===== config.mk =====
export PLATFORM = sky130hd
export DESIGN_NAME = usb_tx_arbiter
export DESIGN_NICKNAME = d
export VERILOG_FILES = /design/src/rtl/usb_tx_arbiter.sv
export SDC_FILE = /design/constraint.sdc
export NUM_CORES = 1
export LEC_CHECK = 0
export CAP_MARGIN = 20
export CORE_ASPECT_RATIO = 0.7
export CORE_MARGIN = 1.5
export CORE_UTILIZATION = 44
export DETAILED_ROUTE_END_ITERATION = 12
export PLACE_DENSITY = 0.76
export SYNTH_ARGS = -nofsm -noshare
export SYNTH_HDL_FRONTEND = slang
export SYNTH_SLANG_ARGS = --single-unit

===== constraint.sdc =====
create_clock -name useClk -period 2 [get_ports useClk]
set_input_delay 0.3 -clock useClk [delete_from_list [all_inputs] [get_ports useClk]]
set_output_delay 0.3 -clock useClk [all_outputs]
set_load 0.02 [all_outputs]

===== src/rtl/usb_tx_arbiter.sv =====
// usb_tx_arbiter: grants one of three bit-serial sources per packet, muxes it onto the line, appends EOP and an inter-packet gap.
// Optional bit-time watchdog is compiled in when USB_TX_TIMEOUT_EN is defined.
module usb_tx_arbiter #(
  parameter int MAX_BITS = 700,
  parameter int GAP_BITS = 4
) (
  input  logic       useClk,
  input  logic       resetN,
  input  logic       checkData,
  input  logic       reqHs,
  input  logic       reqDesc,
  input  logic       reqEp,
  input  logic       bitHs,
  input  logic       bitDesc,
  input  logic       bitEp,
  input  logic       oeHs,
  input  logic       oeDesc,
  input  logic       oeEp,
  input  logic       doneHs,
  input  logic       doneDesc,
  input  logic       doneEp,
  input  logic       ackIn,
  input  logic       setupIn,
  input  logic       clrErr,
  output logic [2:0] grant,
  output logic       toggleDesc,
  output logic       toggleEp,
  output logic       txBit,
  output logic       txOE,
  output logic       txSe0,
  output logic       busy,
  output logic       timeoutErr
);
  // state | meaning
  // IDLE  | line released, arbitrate on the next strobe
  // SEND  | granted source drives bit/oe through the mux
  // EOP   | SE0, SE0, then one J bit
  // GAP   | line released for GAP_BITS strobes
  typedef enum logic [1:0] {IDLE, SEND, EOP, GAP} stateT;
  typedef enum logic [1:0] {SRV_NONE, SRV_DESC, SRV_EP} servedT;

  stateT      state, stateNext;
  servedT     lastServed, lastServedNext;
  logic [1:0] eopCnt, eopCntNext;
  logic [3:0] gapCnt, gapCntNext;
  logic [2:0] grantNext;
  logic       txBitNext, txOENext, txSe0Next, busyNext;
  logic       muxBit, muxOE, grantedDone, timeoutHit;

  assign muxBit = (grantNext[0] & bitHs) | (grantNext[1] & bitDesc) | (grantNext[2] & bitEp);
  assign muxOE  = (grantNext[0] & oeHs)  | (grantNext[1] & oeDesc)  | (grantNext[2] & oeEp);
  assign grantedDone = (grant[0] & doneHs) | (grant[1] & doneDesc) | (grant[2] & doneEp);

`ifdef USB_TX_TIMEOUT_EN
  localparam logic [9:0] BitsTc = 10'(MAX_BITS - 1);
  logic [9:0] bitCnt;

  // done takes precedence when it lands on the terminal strobe
  assign timeoutHit = checkData && (state == SEND) && !grantedDone && (bitCnt == BitsTc);

  always_ff @(posedge useClk or negedge resetN) begin
    if (!resetN) begin
      bitCnt <= '0;
    end else if (checkData) begin
      if (state == IDLE) bitCnt <= '0;
      else if (state == SEND) bitCnt <= bitCnt + 10'd1;
    end
  end

  always_ff @(posedge useClk or negedge resetN) begin
    if (!resetN) timeoutErr <= 1'b0;
    else if (clrErr) timeoutErr <= 1'b0;
    else if (timeoutHit) timeoutErr <= 1'b1;
  end
`else
  logic [10:0] unusedCfg;
  assign unusedCfg  = {clrErr, 10'(MAX_BITS)};
  assign timeoutHit = 1'b0;
  assign timeoutErr = 1'b0;
`endif

  always_comb begin
    stateNext      = state;
    grantNext      = grant;
    eopCntNext     = eopCnt;
    gapCntNext     = gapCnt;
    lastServedNext = lastServed;
    if (checkData) begin
      unique case (state)
        IDLE: begin
          if (reqHs) begin
            grantNext = 3'b001;
            stateNext = SEND;
          end else if (reqDesc && (!reqEp || lastServed != SRV_DESC)) begin
            grantNext      = 3'b010;
            lastServedNext = SRV_DESC;
            stateNext      = SEND;
          end else if (reqEp) begin
            grantNext      = 3'b100;
            lastServedNext = SRV_EP;
            stateNext      = SEND;
          end
        end
        SEND: begin
          if (grantedDone || timeoutHit) begin
            stateNext  = EOP;
            eopCntNext = 2'd0;
            if (timeoutHit) lastServedNext = SRV_NONE;
          end
        end
        EOP: begin
          if (eopCnt == 2'd2) begin
            stateNext  = GAP;
            grantNext  = 3'b000;
            gapCntNext = 4'(GAP_BITS - 1);
          end else begin
            eopCntNext = eopCnt + 2'd1;
          end
        end
        GAP: begin
          if (gapCnt == 4'd0) stateNext = IDLE;
          else gapCntNext = gapCnt - 4'd1;
        end
        default: stateNext = IDLE;
      endcase
    end
  end

  // outputs are decoded from the next state so they register together with it
  always_comb begin
    txBitNext = 1'b1;
    txOENext  = 1'b0;
    txSe0Next = 1'b0;
    busyNext  = 1'b1;
    unique case (stateNext)
      IDLE: busyNext = 1'b0;
      SEND: begin
        txBitNext = muxBit;
        txOENext  = muxOE;
      end
      EOP: begin
        txOENext  = 1'b1;
        txSe0Next = (eopCntNext != 2'd2);
      end
      default: ;
    endcase
  end

  always_ff @(posedge useClk or negedge resetN) begin
    if (!resetN) begin
      state      <= IDLE;
      lastServed <= SRV_EP;
      eopCnt     <= '0;
      gapCnt     <= '0;
      grant      <= '0;
      txBit      <= 1'b1;
      txOE       <= 1'b0;
      txSe0      <= 1'b0;
      busy       <= 1'b0;
    end else begin
      state      <= stateNext;
      lastServed <= lastServedNext;
      eopCnt     <= eopCntNext;
      gapCnt     <= gapCntNext;
      grant      <= grantNext;
      txBit      <= txBitNext;
      txOE       <= txOENext;
      txSe0      <= txSe0Next;
      busy       <= busyNext;
    end
  end

  always_ff @(posedge useClk or negedge resetN) begin
    if (!resetN) begin
      toggleDesc <= 1'b0;
      toggleEp   <= 1'b0;
    end else if (setupIn) begin
      toggleDesc <= 1'b1;
      toggleEp   <= 1'b1;
    end else if (ackIn) begin
      if (lastServed == SRV_DESC) toggleDesc <= ~toggleDesc;
      if (lastServed == SRV_EP)   toggleEp   <= ~toggleEp;
    end
  end
endmodule


# Word-level counts from Yosys, hierarchy flattened
# Cells that the tools add are included.
[totals]
reg_bits = 19
latchBits = 0
mem_bits_rw = 0
rom_bits = 0
out_inout_bits = 10
mem_count = 0
[classes]
addsub = 2
multipliers = 0
div = 0
n_lt_le_gt_ge = 0
eq_ne = 12
shift = 0
n_mux = 33
bitwise_logic = 18
reduce_logical = 15
[ops]
columns = ["op", "count"]
rows = [
  ["2-bit two-way mux", 12],
  ["3-bit two-way mux", 5],
  ["2-bit equality test, second input constant", 5],
  ["2-bit nonzero test", 5],
  ["1-bit bitwise AND", 9],
  ["1-bit two-way mux", 9],
  ["4-bit two-way mux", 2],
  ["2-bit case mux with 4 select lines", 1],
  ["4-bit case mux with 2 select lines", 1],
  ["4-bit AND reduction", 2],
  ["2-bit by 1-bit equality test with 1-bit output, second input constant", 3],
  ["2-bit inequality test, second input constant", 3],
  ["1-bit OR", 6],
  ["3-bit case mux with 2 select lines", 1],
  ["2-bit logical NOT", 2],
  ["4-bit logical NOT", 1],
  ["2-bit case mux with 2 select lines", 1],
  ["2-bit AND reduction", 2],
  ["4-bit by 1-bit subtractor with 4-bit output, second input constant", 1],
  ["1-bit NOT", 3],
  ["2-bit by 1-bit adder with 2-bit output, second input constant", 1],
  ["2-bit by 1-bit inequality test with 1-bit output, second input constant", 1],
  ["1-bit case mux with 2 select lines", 1],
  ["1-bit logical AND", 1],
  ["other kinds (2)", 2],
]

# Depth between registers and ports, before layout
# Gate-level depths: netlist (run 1).
[depth]
ltp_word = 11
mapped_depth = 10

# Least setup slack after synthesis (run 1)
# No wires, ideal clock.
[synth_path]
path_kind = "register to register"
startpoint = "register gapCnt[0]"
endpoint = "register txOE"
setup_time_ns = 0.128
arrival_ns = 1.915
setup_slack_ns = -0.043
stages_incl_launch_ff = 11
period_less_slack_ns = 2.043
cell_sequence = "dfrtp_1 > inv_1 > ha_1 > or3b_1 > and2_4 > nor2_1 > a31o_2 > inv_1 > ha_1 > a31oi_1 > o22ai_1"
[synth_between]
elab_chain_len = 6
elab_cells_between_ends = 7
[synth_lines]
columns = ["element", "line_no", "rtl"]
rows = [
  ["start, declared", "45", "logic [3:0] gapCnt, gapCntNext;"],
  ["start signal, assigned", "164", "gapCnt <= gapCntNext;"],
  ["4-bit logical NOT (*)", "121", "if (gapCnt == 4'd0) stateNext = IDLE;"],
  ["2-bit two-way mux (*)", "121", ""],
  ["2-bit case mux with 4 select lines (*)", "89", "unique case (state)"],
  ["2-bit two-way mux (*)", "88", "if (checkData) begin"],
  ["net stateNext[0]", "42", "stateT state, stateNext;"],
  ["2-bit equality test or 2-bit by 1-bit equality test with 1-bit output (tied branches)", "135", "unique case (stateNext)"],
  ["1-bit case mux with 2 select lines (*)", "135", ""],
  ["net txOENext", "47", "logic txBitNext, txOENext, txSe0Next, busyNext;"],
  ["end signal, assigned", "167", "txOE <= txOENext;"],
  ["end, declared", "29", "output logic txOE,"],
]
# The timed path passes the listed nets; every way through them passes the cells marked *.
# A chain may end at the register's enable or synchronous reset.

# Worst setup path after layout (run 1)
[layout_path]
startpoint = "register gapCnt[1]"
endpoint = "register txOE"
# The elaborated chain is that of the path after synthesis.

==> flow_metrics.tcl, run 1 <==
set metrics [dict create \
    outcome "complete, but fails checks" \
    violations "setup timing" \
    synth-seq-cells 19 \
    final_util 0.654 \
    netlist_area_sq_um 1150 \
    r2r_setup_slack_ns -0.05 \
    postSynthCellCount 116 \
    leakage_uw 0.000732 \
    numCtsBuffers 3 \
    fillers 215 \
    routed_wl_um 2570 \
    drtAntennaViolNets 0 \
    io_pins 28 \
    fin_crit_sh 1.03 \
    critPathLaunch "gapCnt[1]" \
    fin_area_sq_um 1620 \
    clk_latency_ns 0.26 \
    rsz0062_at_grt "yes" \
    cts_buffer_depth 2 \
    cp.required_ns 2.15 \
    min_period_ns 2.05 \
    dr.pass1.iters 4 \
    drt-initial-drc-count 47 \
    async_flop_share 1.00 \
    cts_tree "built" \
    crit_type "flop to flop" \
    grt-ovfl-total 0 \
    wire_per_inst_um 13.2 \
    dieArea_sq_um 2940 \
    drive_above_1_share 0.250 \
    synth_warnings 0 \
    reg2regPathDepth 10 \
    yosys-top-cells-count "dfrtp_1, inv_1, nand2_1, ha_1, nor2_1" \
    finalHoldViolCount 0 \
    synth_ff_type "dfrtp_1" \
    cp.depth 10 \
    grt_max_degree 20 \
    setup_slack_ns -0.0523 \
    crit_end "txOE" \
    end_kind "flop" \
    placed_area_sq_um 1550 \
    nets 189 \
    reg2reg_to "txOE" \
    diodes 0 \
    clock_sinks 19 \
    crit_arrival_ns 2.20 \
    slew_violations 0 \
    antenna_found_initial 0 \
    rows 15 \
    fp.dieH_um 45.8 \
    syn_to_final_growth_pct 40.7 \
    fmax_ghz 0.487 \
    synth_top_area_frac 0.370 \
    num_vias 982 \
    crit_path_cell_trace "inv_1, ha_1, or3b_4, and2_4, nor2_4, o21ai_2, a22o_1, ha_2, a31oi_1, o22ai_1" \
    holdBufCountCts 0 \
    io_buffers 25 \
    yosys.cell_count.top_type "dfrtp_1" \
    cp_max_fo 3 \
    root_buffer "clkbuf_8" \
    hold_path.class "input pin to asynchronous set/reset pin" \
    cts_max_level 1 \
    r2r_start "gapCnt[1]" \
    synth-seq-area-share 0.415 \
    start_util 0.465 \
    synth_top_cell_by_area "dfrtp_1" \
    slowest_delay_ns 0.38 \
    synth_area_leaders "dfrtp_1, ha_1, dfstp_2, inv_1, nand2_1" \
    dp_hpwl_um 2040 \
    critical-path-top-delay-family "simple AND/OR/NAND/NOR gates" \
    grtUsageTotal 0.192 \
    clkSlewWorstSetupHoldPaths_ns 0.07 \
    synth_cell_types 41 \
    synth_nets 144 \
    critPathSlowestCell "dfrtp_1" \
    globalplace.congestion 0.904 \
    synth-edff-count 0 \
    die_x_um 64.1 \
    p_per_area_nw_per_um2 1390 \
    setup_viol 1 \
    clock_skew_ns 0.00563 \
    grt_pass1_wl_um 4150 \
    ir_drop_uv 666 \
    crit_buf_inv 1 \
    core_area_sq_um 2480 \
    cap_viol_max_count 0 \
    start_kind "flop" \
    route.detailed.drc 0 \
    grt_pass1_vias 982 \
    vias_per_cell 5.06 \
    synth.avg_cell_area_sq_um 9.92 \
]
-- report_power, final --
part	switching [uW]	total [uW]	internal [uW]	leakage (uW)
Clock	125	267	142	0.0000228
Combinational	651	1330	677	0.000480
Sequential	105	662	557	0.000229
Total	882	2260	1380	0.000732
-- final cells by class --
cell class	count	area (sq um)	share of cell area
timing repair buffer	42	378	0.233
inverter	13	48.8	0.0301
multi-input combinational	82	627	0.387
tap	34	42.5	0.0263
clock buffer	4	45.0	0.0278
sequential	19	478	0.295
-- cells in the final DEF (no fill, tap or decap), types with 2 or more instances in the layout --
cell	instances
nor2_1	4
xor2_1	4
a21oi_1	4
a21o_1	2
dfstp_2	2
nand2_1	13
nand3_1	2
a2bb2oi_1	2
a31oi_1	2
a22o_1	4
clkdlybuf4s50_1	25
ha_2	3
nand2b_1	4
nand3b_1	2
o21ai_0	4
dfrtp_1	17
inv_1	13
clkbuf_8	3
ha_1	7
a22oi_2	2
buf_4	17
-- how the worst min path moves through the flow --
stage	slack, ns	endpoint	startpoint
finish	0.38	gapCnt[0]	resetN
global route	0.41	gapCnt[0]	resetN
global placement	0.49	eopCnt[0]	eopCnt[0]
floorplan	0.004	busy	resetN
detailed placement	0.50	eopCnt[0]	eopCnt[0]
CTS	0.39	gapCnt[0]	resetN
-- through the flow --
| stage | power [uW] | setup TNS, ns | hold WS (ns) | setup slack (ns) | instances |
|---|---|---|---|---|---|
| after detailed placement | 1930 | -0.203 | 0.498 | -0.151 | 188 |
| after CTS | 2260 | -0.0244 | 0.385 | -0.0244 | 194 |
| after floorplan | 1440 | 0 | 0.00441 | 0.00667 | 116 |
| after global routing | 2440 | -0.310 | 0.411 | -0.171 | 194 |
| final | 2260 | -0.0523 | 0.375 | -0.0523 | 194 |
| after global placement | 1880 | -0.0993 | 0.490 | -0.0993 | 188 |
-- worst reg2reg max path, stage by stage, from the launching register on --
cell and delay [ns]:
dfrtp_1 0.38, inv_1 0.06, ha_1 0.14, or3b_4 0.38, and2_4 0.16, nor2_4 0.08
o21ai_2 0.07, a22o_1 0.24, ha_2 0.19, a31oi_1 0.14, o22ai_1 0.09
-- state kept, by name, indices dropped and copies added, names as in the netlist, 2 cells and up --
signal	cells
lastServed	2
state	2
eopCnt	2
gapCnt	4
grant	3
-- repair_timing --
item,CTS,global route
setup endpoints to repair,1,3
resized for setup,3,1
setup buffers,2,0
pin swaps,4,2
-- cells by family after synthesis --
logic type,share of synthesized area
DFF,0.415
adders and majority gates,0.109
xor gates and xnor gates,0.0304
other,0.00326
buffers and inverters,0.0554
muxes,0.0130
AOI/OAI and AO/OA,0.191
and+or+nand+nor,0.183
-- per-layer routing --
metal | track usage | wire, um | vias up
li1 | - | - | 492
met1 | 0.228 | 1110 | 462
met2 | 0.331 | 1290 | 26
met3 | 0.0743 | 158 | 2
met4 | 0.0553 | 11 | 0
met5 | 0 | 0 | -
Note: power is estimated with default switching activity, not from simulation.
==> run 2, diff against run 1 <==
clock period = 1.78 ns   (was 2 ns; I/O delays follow)
==> run 2 against run 1 <==
Compared with the run above:
- the flow still finishes with violations (setup timing)
- sequential share of layout area fell by 1.3 points
- via count rose by 3.6%
- utilization rose by 2.9 points
- clock-buffer cell count did not move
==> flow_metrics.tcl, run 2 (synthesis gave the netlist of run 1 again) <==
set metrics [dict create \
    finalHoldViolCount 0 \
    slew_violations 0 \
    vias_per_cell 5.01 \
    leakage_uw 0.000772 \
    largest-register "gapCnt" \
    start_util 0.465 \
    violations "setup timing" \
    final_common_cell "buf_4" \
    drtAntennaViolNets 0 \
    clock_skew_ns 0.00240 \
    grtUsageTotal 0.188 \
    pre_cts_ws_ns -0.329 \
    fillers 200 \
    grt-ovfl-total 0 \
    io_pins 28 \
    dr.pass1.iters 4 \
    grt_pass1_vias 937 \
    wire_per_inst_um 13.0 \
    p_per_area_nw_per_um2 1560 \
    dieArea_sq_um 2940 \
    setup_slack_ns -0.302 \
    routed_wl_um 2640 \
    fmax_ghz 0.480 \
    cap_viol_max_count 0 \
    r2r_setup_slack_ns -0.30 \
    cp.required_ns 1.92 \
    clkSlewWorstSetupHoldPaths_ns 0.07 \
    root_buffer "clkbuf_8" \
    numCtsBuffers 3 \
    ir_drop_uv 898 \
    rsz0062_at_grt "yes" \
    grt_pass1_wl_um 4130 \
    final_cell_mix "buf_4, clkdlybuf4s50_1, dfrtp_1" \
    clk_latency_ns 0.26 \
    crit_arrival_ns 2.22 \
    diodes 0 \
    grt_max_degree 20 \
    die_x_um 64.1 \
    clock_sinks 19 \
    cts_buffer_depth 2 \
    min_period_ns 2.08 \
    drt-initial-drc-count 40 \
    dp_hpwl_um 2120 \
    nets 198 \
    route.detailed.drc 0 \
    globalplace.congestion 0.801 \
    reg2regPathDepth 10 \
    r2r_start "gapCnt[0]" \
    hold_path.class "input pin to asynchronous set/reset pin" \
    num_vias 1017 \
    cts_max_level 1 \
    fin_area_sq_um 1690 \
    syn_to_final_growth_pct 47.0 \
    largest_register_ffs 4 \
    core_area_sq_um 2480 \
    holdBufCountCts 0 \
    start_kind "flop" \
    cts_tree "built" \
    reg2reg_to "txOE" \
    cp_max_fo 3 \
    outcome "complete, but fails checks" \
    fp.dieH_um 45.8 \
    end_kind "flop" \
    antenna_found_initial 0 \
    crit_type "flop to flop" \
    setup_viol 4 \
    io_buffers 25 \
    placed_area_sq_um 1620 \
    reg_top3 "gapCnt (4), grant (3)" \
    drive_above_1_share 0.320 \
    fin_crit_sh 1.17 \
    rows 15 \
]
-- run 2: through the flow --
stage,TNS [ns],hold slack (ns),util,cells,total power (uW)
after floorplan,-0.203,-0.0286,-,116,1630
after global placement,-0.462,0.488,0.656,197,2220
after detailed placement,-0.734,0.489,0.656,197,2280
after CTS,-0.592,0.358,0.678,202,2620
after global routing,-1.05,0.370,0.683,203,2830
final,-0.662,0.350,0.683,203,2650
-- run 2: timing repair --
action	in CTS	in global routing
setup buffers	1	1
pin swaps	0	1
setup endpoints to repair	4	5
resized for setup	1	6
-- run 2: worst max-delay path by stage --
stage | startpoint | endpoint
floorplan | gapCnt[0] | txOE
global placement | doneHs | txOE
detailed placement | doneHs | txOE
CTS | gapCnt[0] | txOE
global route | gapCnt[0] | txOE
finish | gapCnt[0] | txOE
-- run 2: per-layer routing --
layer / GRT usage / wire, um / vias up / share of wire
li1: - / - / 507 / -
met1: 0.235 / 1240 / 485 / 0.47
met2: 0.333 / 1300 / 23 / 0.49
met3: 0.0446 / 90 / 2 / 0.034
met4: 0.0511 / 13 / 0 / 0.0049
met5: 0 / 0 / - / 0
-- run 2: area by class of cell --
type	count	area (sq um)	area share
Inverter	13	48.8	0.0288
Tap cell	34	42.5	0.0251
Multi-Input combinational cell	82	632	0.374
Clock buffer	4	45.0	0.0266
Sequential cell	19	478	0.283
Timing Repair Buffer	51	445	0.263
-- run 2: power breakdown --
part           switching, uW  internal [uW]  total, uW  leakage [uW]
sequential               108            625        733      0.000229
clock                    140            159        300     0.0000228
combinational            777            836       1610      0.000520
total                   1030           1620       2650      0.000772
-- run 2: worst max-delay path, cell delays in order, from the launching register on --
cell     delay (ns)
dfrtp_1        0.38
inv_1          0.07
ha_2           0.17
or3b_4         0.39
and2_4         0.17
nor2_4         0.07
o21ai_2        0.07
a22oi_2        0.21
ha_2           0.31
nand2_1        0.06
o22ai_1        0.08
==> run 3, diff against run 2 <==
CORE_UTILIZATION = 35   (was 44)
PLACE_DENSITY = 0.63   (was 0.76)
SKIP_CTS_REPAIR_TIMING = 1   (was not set)
==> run 3 against run 2 <==
Compared with the run above:
- the run still ends with setup timing left
- cell area up 0.44%
- clock power grew 2%
- sequential power barely moved
- power is 1.0% higher
- fmax grew 1.7%
- clock-buffer cell count unchanged
- first-iteration DRC count is 43% lower
- utilization decreased by 14 points
- cell count increased by 2.5%
- critical endpoint unchanged
- clock skew grew 0.00082 ns
- largest cell class unchanged
- worst hold slack lost 0.0087 ns
- largest power group unchanged
- routed wire length up 0.11%
==> flow_metrics.tcl, run 3 (synthesis gave the netlist of run 1 again) <==
set metrics [dict create \
    root_buffer "clkbuf_8" \
    start_kind "flop" \
    cts_max_level 1 \
    dieArea_sq_um 3650 \
    p_per_area_nw_per_um2 1570 \
    clock_sinks 19 \
    globalplace.congestion 0.874 \
    io_pins 28 \
    crit_type "flop to flop" \
    fin_crit_sh 1.15 \
    diodes 0 \
    outcome "complete, but fails checks" \
    largest-register "gapCnt" \
    min_period_ns 2.05 \
    crit_arrival_ns 2.19 \
    drtAntennaViolNets 0 \
    routed_wl_um 2650 \
    grt_pass1_vias 1005 \
    dp_hpwl_um 2090 \
    fmax_ghz 0.488 \
    grt_pass1_wl_um 4420 \
    end_kind "flop" \
    core_area_sq_um 3150 \
    cts_tree "built" \
    grt_max_degree 20 \
    clkSlewWorstSetupHoldPaths_ns 0.07 \
    vias_per_cell 4.91 \
    dr.pass1.iters 4 \
    numCtsBuffers 3 \
    final_common_cell "buf_4" \
    cp.required_ns 1.92 \
    rsz0062_at_grt "yes" \
    finalHoldViolCount 0 \
    grt-ovfl-total 0 \
    clock_skew_ns 0.00322 \
    cp_max_fo 3 \
    clk_latency_ns 0.26 \
    largest_register_ffs 4 \
    setup_viol 4 \
    cap_viol_max_count 0 \
    wire_per_inst_um 12.7 \
    reg_top3 "gapCnt (4), grant (3)" \
    placed_area_sq_um 1640 \
    drive_above_1_share 0.294 \
    grtUsageTotal 0.157 \
    slew_violations 0 \
    cts_buffer_depth 2 \
    io_buffers 25 \
    drt-initial-drc-count 23 \
    start_util 0.366 \
    fp.dieH_um 51.0 \
    top_usage_layer "met2" \
    grt_use_met3 0.0513 \
    num_vias 1021 \
    setup_slack_ns -0.268 \
    rows 17 \
    die_x_um 71.5 \
    antenna_found_initial 0 \
    total_power_uw 2670 \
    grt_use_met1 0.218 \
    route.detailed.drc 0 \
    grt_use_met2 0.234 \
    violations "setup timing" \
    nets 199 \
    hold_path.class "input pin to asynchronous set/reset pin" \
    fin_area_sq_um 1700 \
    ir_drop_uv 813 \
    syn_to_final_growth_pct 47.6 \
    leakage_uw 0.000782 \
    final_cell_mix "buf_4, clkdlybuf4s50_1, dfrtp_1" \
]
run 3: power breakdown:
group | switching (uW) | total [uW] | internal [uW]
Sequential | 108 | 734 | 625
Clock | 145 | 305 | 159
Combinational | 769 | 1630 | 866
Total | 1020 | 2670 | 1650
run 3: per-layer routing:
layer  routed length [um]  part of all wire
met2                 1160              0.44
met3                  108             0.041
met4                   16            0.0060
met1                 1360              0.51
met5                    0                 0
run 3: final cells by class:
cell class                 instances  area [sq um]
fill                             286          1450
timing repair buffer              52           453
tap                               38          47.5
inverter                          13          48.8
clock buffer                       4          45.0
sequential                        19           478
multi-input combinational         82           627
run 3: path summary, 6_finish.rpt:
check                      slack [ns]             to          start  cells past startpoint
max reg2reg                     -0.27           txOE      gapCnt[0]                     10
max in group asynchronous        1.17          txBit         resetN                      2
max                             -0.27           txOE      gapCnt[0]                     10
min                              0.34     toggleDesc         resetN                      2
min in group useClk              0.52  lastServed[1]  lastServed[1]                      2
min reg2reg                      0.52  lastServed[1]  lastServed[1]                      2
run 3: stage by stage:
| step | hold WS [ns] | worst slack (ns) | util | std cells | setup TNS, ns |
|---|---|---|---|---|---|
| after CTS | 0.343 | -0.292 | 0.534 | 206 | -0.669 |
| after global placement | 0.486 | -0.236 | 0.520 | 202 | -0.523 |
| after detailed placement | 0.508 | -0.343 | 0.520 | 202 | -0.716 |
| after global routing | 0.376 | -0.388 | 0.540 | 208 | -1.19 |
| final | 0.341 | -0.268 | 0.540 | 208 | -0.740 |
| after floorplan | -0.0286 | -0.165 | - | 116 | -0.203 |
run 3: critical path, cell delays in order, from the launching register on:
cell,delay (ns)
dfrtp_1,0.38
inv_1,0.06
ha_1,0.15
or3b_4,0.39
and2_4,0.17
nor2_4,0.08
o21ai_2,0.07
a22o_1,0.23
ha_2,0.18
a31oi_1,0.15
o22ai_1,0.08
